**src/rtl/pipeline_ctrl.sv**
```systemverilog
// Stall/flush sequencer for the 5-stage pipeline: PC and pipeline-register enables plus NOP selects.
// Latency: all control outputs are combinational from the current state and same-cycle inputs; state updates on i_clk.
// Backpressure: i_mem_stall freezes every stage and the FSM; a load-use hazard holds PC and IF/ID for one cycle and bubbles ID/EX.
//
// Ports:
//   i_clk, i_rst_n                  clock (rising edge), asynchronous active-low reset
//   i_mem_stall                     I- or D-memory busy this cycle
//   i_br_taken                      branch/jump in EX resolved taken
//   i_ex_memread, i_ex_rd           EX instruction is a load, and its destination
//   i_id_rs, i_id_rt, i_id_uses_rt  ID source registers, and whether rt is actually read
//   i_id_halt                       ID instruction is HLT
//   o_pc_en, o_en_*                 PC and pipeline-register write enables
//   o_flush_ifid, o_bubble_idex     NOP select into IF/ID and ID/EX
//   o_halted, o_state               drained-after-HLT flag, FSM state (debug)
// Optional: define PIPE_CTRL_PERF_EN to add saturating o_stall_cnt / o_flush_cnt counters.

module pipeline_ctrl #(
    parameter int REG_W        = 4,
    parameter int DRAIN_CYCLES = 3
) (
    input  logic             i_clk,
    input  logic             i_rst_n,
    input  logic             i_mem_stall,
    input  logic             i_br_taken,
    input  logic             i_ex_memread,
    input  logic [REG_W-1:0] i_ex_rd,
    input  logic [REG_W-1:0] i_id_rs,
    input  logic [REG_W-1:0] i_id_rt,
    input  logic             i_id_uses_rt,
    input  logic             i_id_halt,
    output logic             o_pc_en,
    output logic             o_en_ifid,
    output logic             o_en_idex,
    output logic             o_en_exmem,
    output logic             o_en_memwb,
    output logic             o_flush_ifid,
    output logic             o_bubble_idex,
    output logic             o_halted,
    output logic [1:0]       o_state
`ifdef PIPE_CTRL_PERF_EN
    ,
    output logic [15:0]      o_stall_cnt,
    output logic [15:0]      o_flush_cnt
`endif
);

    typedef enum logic [1:0] {
        ST_RUN    = 2'd0,
        ST_DRAIN  = 2'd1,
        ST_HALTED = 2'd2
    } state_t;

    localparam int                CNT_W      = $clog2(DRAIN_CYCLES + 1);
    localparam logic [CNT_W-1:0]  DRAIN_LOAD = CNT_W'(DRAIN_CYCLES);
    localparam logic [CNT_W-1:0]  CNT_ONE    = CNT_W'(1);

    state_t           r_state;
    logic [CNT_W-1:0] r_cnt;

    logic w_load_use;
    logic w_pc_en;
    logic w_en_ifid;
    logic w_en_idex;
    logic w_en_exmem;
    logic w_en_memwb;
    logic w_flush;
    logic w_bubble;

    // r0 is hardwired zero, so a load targeting it can never create a real dependency.
    assign w_load_use = i_ex_memread && (i_ex_rd != '0) &&
                        ((i_ex_rd == i_id_rs) || (i_id_uses_rt && (i_ex_rd == i_id_rt)));

    // While reset is held the pipeline registers are themselves in reset, so the
    // enables are left open rather than reflecting hazards on undefined inputs.
    always_comb begin
        w_pc_en    = 1'b1;
        w_en_ifid  = 1'b1;
        w_en_idex  = 1'b1;
        w_en_exmem = 1'b1;
        w_en_memwb = 1'b1;
        w_flush    = 1'b0;
        w_bubble   = 1'b0;
        if (i_rst_n) begin
            case (r_state)
                ST_RUN: begin
                    if (i_mem_stall) begin
                        w_pc_en    = 1'b0;
                        w_en_ifid  = 1'b0;
                        w_en_idex  = 1'b0;
                        w_en_exmem = 1'b0;
                        w_en_memwb = 1'b0;
                    end else if (i_br_taken) begin
                        // A taken branch squashes both younger instructions, including any HLT in ID.
                        w_flush  = 1'b1;
                        w_bubble = 1'b1;
                    end else if (w_load_use) begin
                        w_pc_en   = 1'b0;
                        w_en_ifid = 1'b0;
                        w_bubble  = 1'b1;
                    end else if (i_id_halt) begin
                        // HLT itself moves on into EX; nothing younger is admitted.
                        w_pc_en   = 1'b0;
                        w_en_ifid = 1'b0;
                    end
                end
                ST_DRAIN: begin
                    if (i_mem_stall) begin
                        w_pc_en    = 1'b0;
                        w_en_ifid  = 1'b0;
                        w_en_idex  = 1'b0;
                        w_en_exmem = 1'b0;
                        w_en_memwb = 1'b0;
                    end else begin
                        w_pc_en   = 1'b0;
                        w_en_ifid = 1'b0;
                        w_bubble  = 1'b1;
                    end
                end
                ST_HALTED: begin
                    w_pc_en    = 1'b0;
                    w_en_ifid  = 1'b0;
                    w_en_idex  = 1'b0;
                    w_en_exmem = 1'b0;
                    w_en_memwb = 1'b0;
                end
                default: begin
                    // Unused encoding behaves like RUN with no hazards for its single cycle.
                end
            endcase
        end
    end

    always_ff @(posedge i_clk or negedge i_rst_n) begin
        if (!i_rst_n) begin
            r_state <= ST_RUN;
            r_cnt   <= '0;
        end else begin
            case (r_state)
                ST_RUN: begin
                    if (!i_mem_stall && !i_br_taken && !w_load_use && i_id_halt) begin
                        r_state <= ST_DRAIN;
                        r_cnt   <= DRAIN_LOAD;
                    end
                end
                ST_DRAIN: begin
                    if (!i_mem_stall) begin
                        r_cnt <= r_cnt - CNT_ONE;
                        // Leaving on the last decrement: HLT retires from WB this cycle.
                        if (r_cnt <= CNT_ONE) begin
                            r_state <= ST_HALTED;
                        end
                    end
                end
                ST_HALTED: begin
                    r_state <= ST_HALTED;
                end
                default: begin
                    r_state <= ST_RUN;
                    r_cnt   <= '0;
                end
            endcase
        end
    end

`ifdef PIPE_CTRL_PERF_EN
    logic [15:0] r_stall_cnt;
    logic [15:0] r_flush_cnt;

    always_ff @(posedge i_clk or negedge i_rst_n) begin
        if (!i_rst_n) begin
            r_stall_cnt <= '0;
            r_flush_cnt <= '0;
        end else begin
            if (!w_pc_en && ((r_state == ST_RUN) || (r_state == ST_DRAIN)) &&
                (r_stall_cnt != 16'hFFFF)) begin
                r_stall_cnt <= r_stall_cnt + 16'd1;
            end
            if (w_flush && (r_flush_cnt != 16'hFFFF)) begin
                r_flush_cnt <= r_flush_cnt + 16'd1;
            end
        end
    end

    assign o_stall_cnt = r_stall_cnt;
    assign o_flush_cnt = r_flush_cnt;
`endif

    assign o_pc_en       = w_pc_en;
    assign o_en_ifid     = w_en_ifid;
    assign o_en_idex     = w_en_idex;
    assign o_en_exmem    = w_en_exmem;
    assign o_en_memwb    = w_en_memwb;
    assign o_flush_ifid  = w_flush;
    assign o_bubble_idex = w_bubble;
    assign o_halted      = (r_state == ST_HALTED);
    assign o_state       = r_state;

endmodule

```
**config.mk**
```make
export PLATFORM = sky130hd
export DESIGN_NAME = pipeline_ctrl
export DESIGN_NICKNAME = d
export VERILOG_FILES = /design/src/rtl/pipeline_ctrl.sv
export SDC_FILE = /design/constraint.sdc
export NUM_CORES = 1
export LEC_CHECK = 0
export BUFFER_PORTS_ARGS = -buffer_cell sky130_fd_sc_hd__buf_4
export CELL_PAD_IN_SITES_DETAIL_PLACEMENT = 0
export CELL_PAD_IN_SITES_GLOBAL_PLACEMENT = 1
export CORE_MARGIN = 4
export CORE_UTILIZATION = 29
export DETAILED_ROUTE_END_ITERATION = 8
export GPL_TIMING_DRIVEN = 0
export PLACE_DENSITY = 0.74
export RECOVER_POWER = 50
export SKIP_CTS_REPAIR_TIMING = 1
export SYNTH_ARGS = -nofsm -noshare
export SYNTH_HDL_FRONTEND = slang
export SYNTH_SLANG_ARGS = --single-unit
```
**constraint.sdc**
```tcl
create_clock -name i_clk -period 1.8 [get_ports i_clk]
set_input_delay 0.09 -clock i_clk [delete_from_list [all_inputs] [get_ports i_clk]]
set_output_delay 0.09 -clock i_clk [all_outputs]
set_load 0.03 [all_outputs]
```
==> metrics.md <==
| Metric | Value |
|---|---|
| Seq cells post-synth | `4` |
| Ant diodes | `0` |
| Max cap viols | `0` |
| Clk_skew | `0.0006629 ns` |
| Final #Nets | `124` |
| Sequential cell area fraction in the yosys report | `0.1956` |
| CTS tree | `built` |
| Avg Inst Size Synth | `8.123 um^2` |
| Total number of vias | `565` |
| I/O pins | `29` |
| Bufs on Longest Clock Path | `2` |
| H-tree depth | `1` |
| Req. time, crit path | `1.71 ns` |
| Status | `finished clean` |
| Die Y-Extent | `50.01 um` |
| WHS | `0.2756 ns` |
| DRT Pass-1 Iters | `3` |
| Grt ovf | `0` |
| Kind of critical path | `reg -> out` |
| Slew margin rel. | `0.6645` |
| Placer Congestion | `0.7260` |
| Final WL | `1.414 mm` |
| Detail Placement HPWL | `1.144 mm` |
| Cell Pwr Density | `1411 nW/um^2` |
| Crit share post-route | `0.9384` |
| Routed vias/inst | `4.593` |
| Critical Path Max Stage Delay | `0.40 ns` |
| Worst-Margin Slew | `0.4987 ns` |
| Post-route DRC | `0` |
| Critical path arrival | `1.60 ns` |
| CTS sink cnt | `4` |
| Die width | `50.01 um` |
| Port bufs | `28` |
| Share of layout cells above drive strength 1 | `0.4343` |
| Crit path max-delay cell type | `dfrtp_1` |
| Sum Neg Setup Slack | `0 ns` |
| Fmax | `0.5920 GHz` |
| TritonCTS Buffers | `3` |
| YS warnings | `0` |
| Initial core utilization | `0.3210` |
| Netlist cell types | `26` |
| Area growth syn-to-layout | `60.39%` |
| DRT iter0 DRCs | `5` |
| Startpoint types | `flip-flop` |
| Routed len/inst | `11.50 um` |
| Post-route ant nets | `0` |
| Endpoint class of the critical path | `primary output` |
| Clock period minus worst slack | `1.689 ns` |
| Syn_nets | `86` |
| CP Max Fanout | `9` |
| Filler-free cell count of the finished design | `123` |
| Tot GR Track Use | `0.1146` |
| Final Hold Fails | `0` |
| Clock transition at the registers of the reported paths | `0.03 ns` |
| # rows | `14` |
| Core region area | `1594 um^2` |
| P_leak | `0.4161 nW` |
| Post-Place Cells | `115` |
| Max-slew violations | `0` |
| Peak VDD IR | `0.6743 mV` |
| Post-Syn Area | `511.7 um^2` |
| Root Buffer | `clkbuf_4` |
| Gate Count Post-Synth | `63` |
| Final setup fails | `0` |
| Number of global-route vias before repair | `522` |
| Cell Chain, Critical Path | `inv_2, ha_1, buf_4, inv_2, o31ai_4, buf_6, buf_4` |
| Hold Crit Class | `in -> async` |
| Largest net degree at the start of global routing | `10` |
| Initial antenna violation count | `0` |
| Worst-Skew Late Latency | `0.23 ns` |
| Area of the die | `2501 um^2` |
| First-pass GRT wire length | `2.249 mm` |
critical path, delay by kind of cell (launching register included):
kind | cells | cell delay, ns
adders and majority gates | 1 | 0.14
buffers and inverters | 5 | 0.57
DFF | 1 | 0.40
AOI/OAI and AO/OA | 1 | 0.26
layer usage:
metal  track usage  wire length, um  vias up
met4       0.05530                0        0
met3       0.02410               44        0
met5             0                0        -
met1        0.1408              656      265
met2        0.1870              713        8
li1              -                -      292
cell usage in the layout (no fill, tap or decap):
cell,Yosys,final
a21oi_1,8,7
a21oi_2,0,1
a22oi_4,1,1
a31o_2,1,1
a31oi_1,1,1
and3_1,1,1
and3_4,1,1
buf_4,3,29
buf_6,0,1
clkbuf_1,1,5
clkbuf_4,0,4
dfrtp_1,4,4
dlygate4sd3_1,0,1
ha_1,4,4
inv_1,6,3
inv_2,0,3
mux2i_1,1,1
nand2_1,3,3
nand2b_1,2,2
nor2_1,1,1
nor2b_1,2,2
nor3_1,2,2
nor4_1,1,1
o21a_1,2,2
o21ai_0,6,6
o22ai_1,1,1
o31ai_2,1,1
o31ai_4,0,1
o41a_1,1,1
xnor2_1,1,1
xor2_1,7,7
final timing paths:
path	start	endpoint	slack [ns]	cells after the start
setup / recovery	o_state[0]$_DFFE_PN0P_	o_pc_en	0.11	7
hold / removal	i_rst_n	o_state[1]$_DFFE_PN0P_	0.28	2
setup reg to reg	o_state[0]$_DFFE_PN0P_	r_cnt[0]$_DFFE_PN0P_	0.20	6
hold reg to reg	r_cnt[1]$_DFFE_PN0P_	r_cnt[1]$_DFFE_PN0P_	0.56	2
max in group asynchronous	i_rst_n	r_cnt[1]$_DFFE_PN0P_	1.28	2
min in group i_clk	i_mem_stall	o_state[1]$_DFFE_PN0P_	0.28	3
Yosys cell counts:
library cell	number	share of area
a21oi_1	8	0.078
a22oi_4	1	0.042
a31o_2	1	0.017
a31oi_1	1	0.012
and3_1	1	0.012
and3_4	1	0.022
buf_4	3	0.044
clkbuf_1	1	0.0073
dfrtp_1	4	0.20
ha_1	4	0.098
inv_1	6	0.044
mux2i_1	1	0.020
nand2_1	3	0.022
nand2b_1	2	0.024
nor2_1	1	0.0073
nor2b_1	2	0.024
nor3_1	2	0.020
nor4_1	1	0.012
o21a_1	2	0.029
o21ai_0	6	0.059
o22ai_1	1	0.012
o31ai_1	1	0.015
o31ai_2	1	0.024
o41a_1	1	0.022
xnor2_1	1	0.017
xor2_1	7	0.12
flip-flops by register name (all words and copies together) (netlist names):
name,flops
r_cnt,2
o_state,2
area by class of cell:
type / instances / area (um^2)
Tap cell: 24 / 30.03
Inverter: 6 / 22.52
Fill cell: 160 / 773.2
Multi-Input combinational cell: 49 / 380.4
Clock buffer: 3 / 22.52
Sequential cell: 4 / 100.1
Timing Repair Buffer: 33 / 231.5
Buffer: 4 / 33.78
per-stage QoR:
| stage | power, mW | util | worst slack, ns | cell area [um^2] |
|---|---|---|---|---|
| finish | 1.158 | 0.5149 | 0.1109 | 820.8 |
| CTS | 1.136 | 0.4976 | -0.07423 | 793.3 |
| global placement | 1.009 | 0.4835 | 0.01874 | 770.7 |
| global route | 1.264 | 0.5149 | -0.001080 | 820.8 |
| detailed placement | 1.020 | 0.4835 | 0.004272 | 770.7 |
| floorplan | 0.7792 | - | 0.03895 | 530.5 |
kinds of logic after synthesis:
logic type,share of synthesized area
buf+inv,0.09534
compound gates,0.3105
mux,0.01956
flops,0.1956
xor+xnor,0.1369
fa+ha+maj,0.09780
simple gates,0.1443
power by group:
part	internal, mW	switching (mW)	total [mW]
logic	0.371	0.506	0.877
registers	0.137	0.0396	0.177
clock network	0.0741	0.0305	0.105
total	0.582	0.576	1.16
Power figures use the tool's default switching activity.
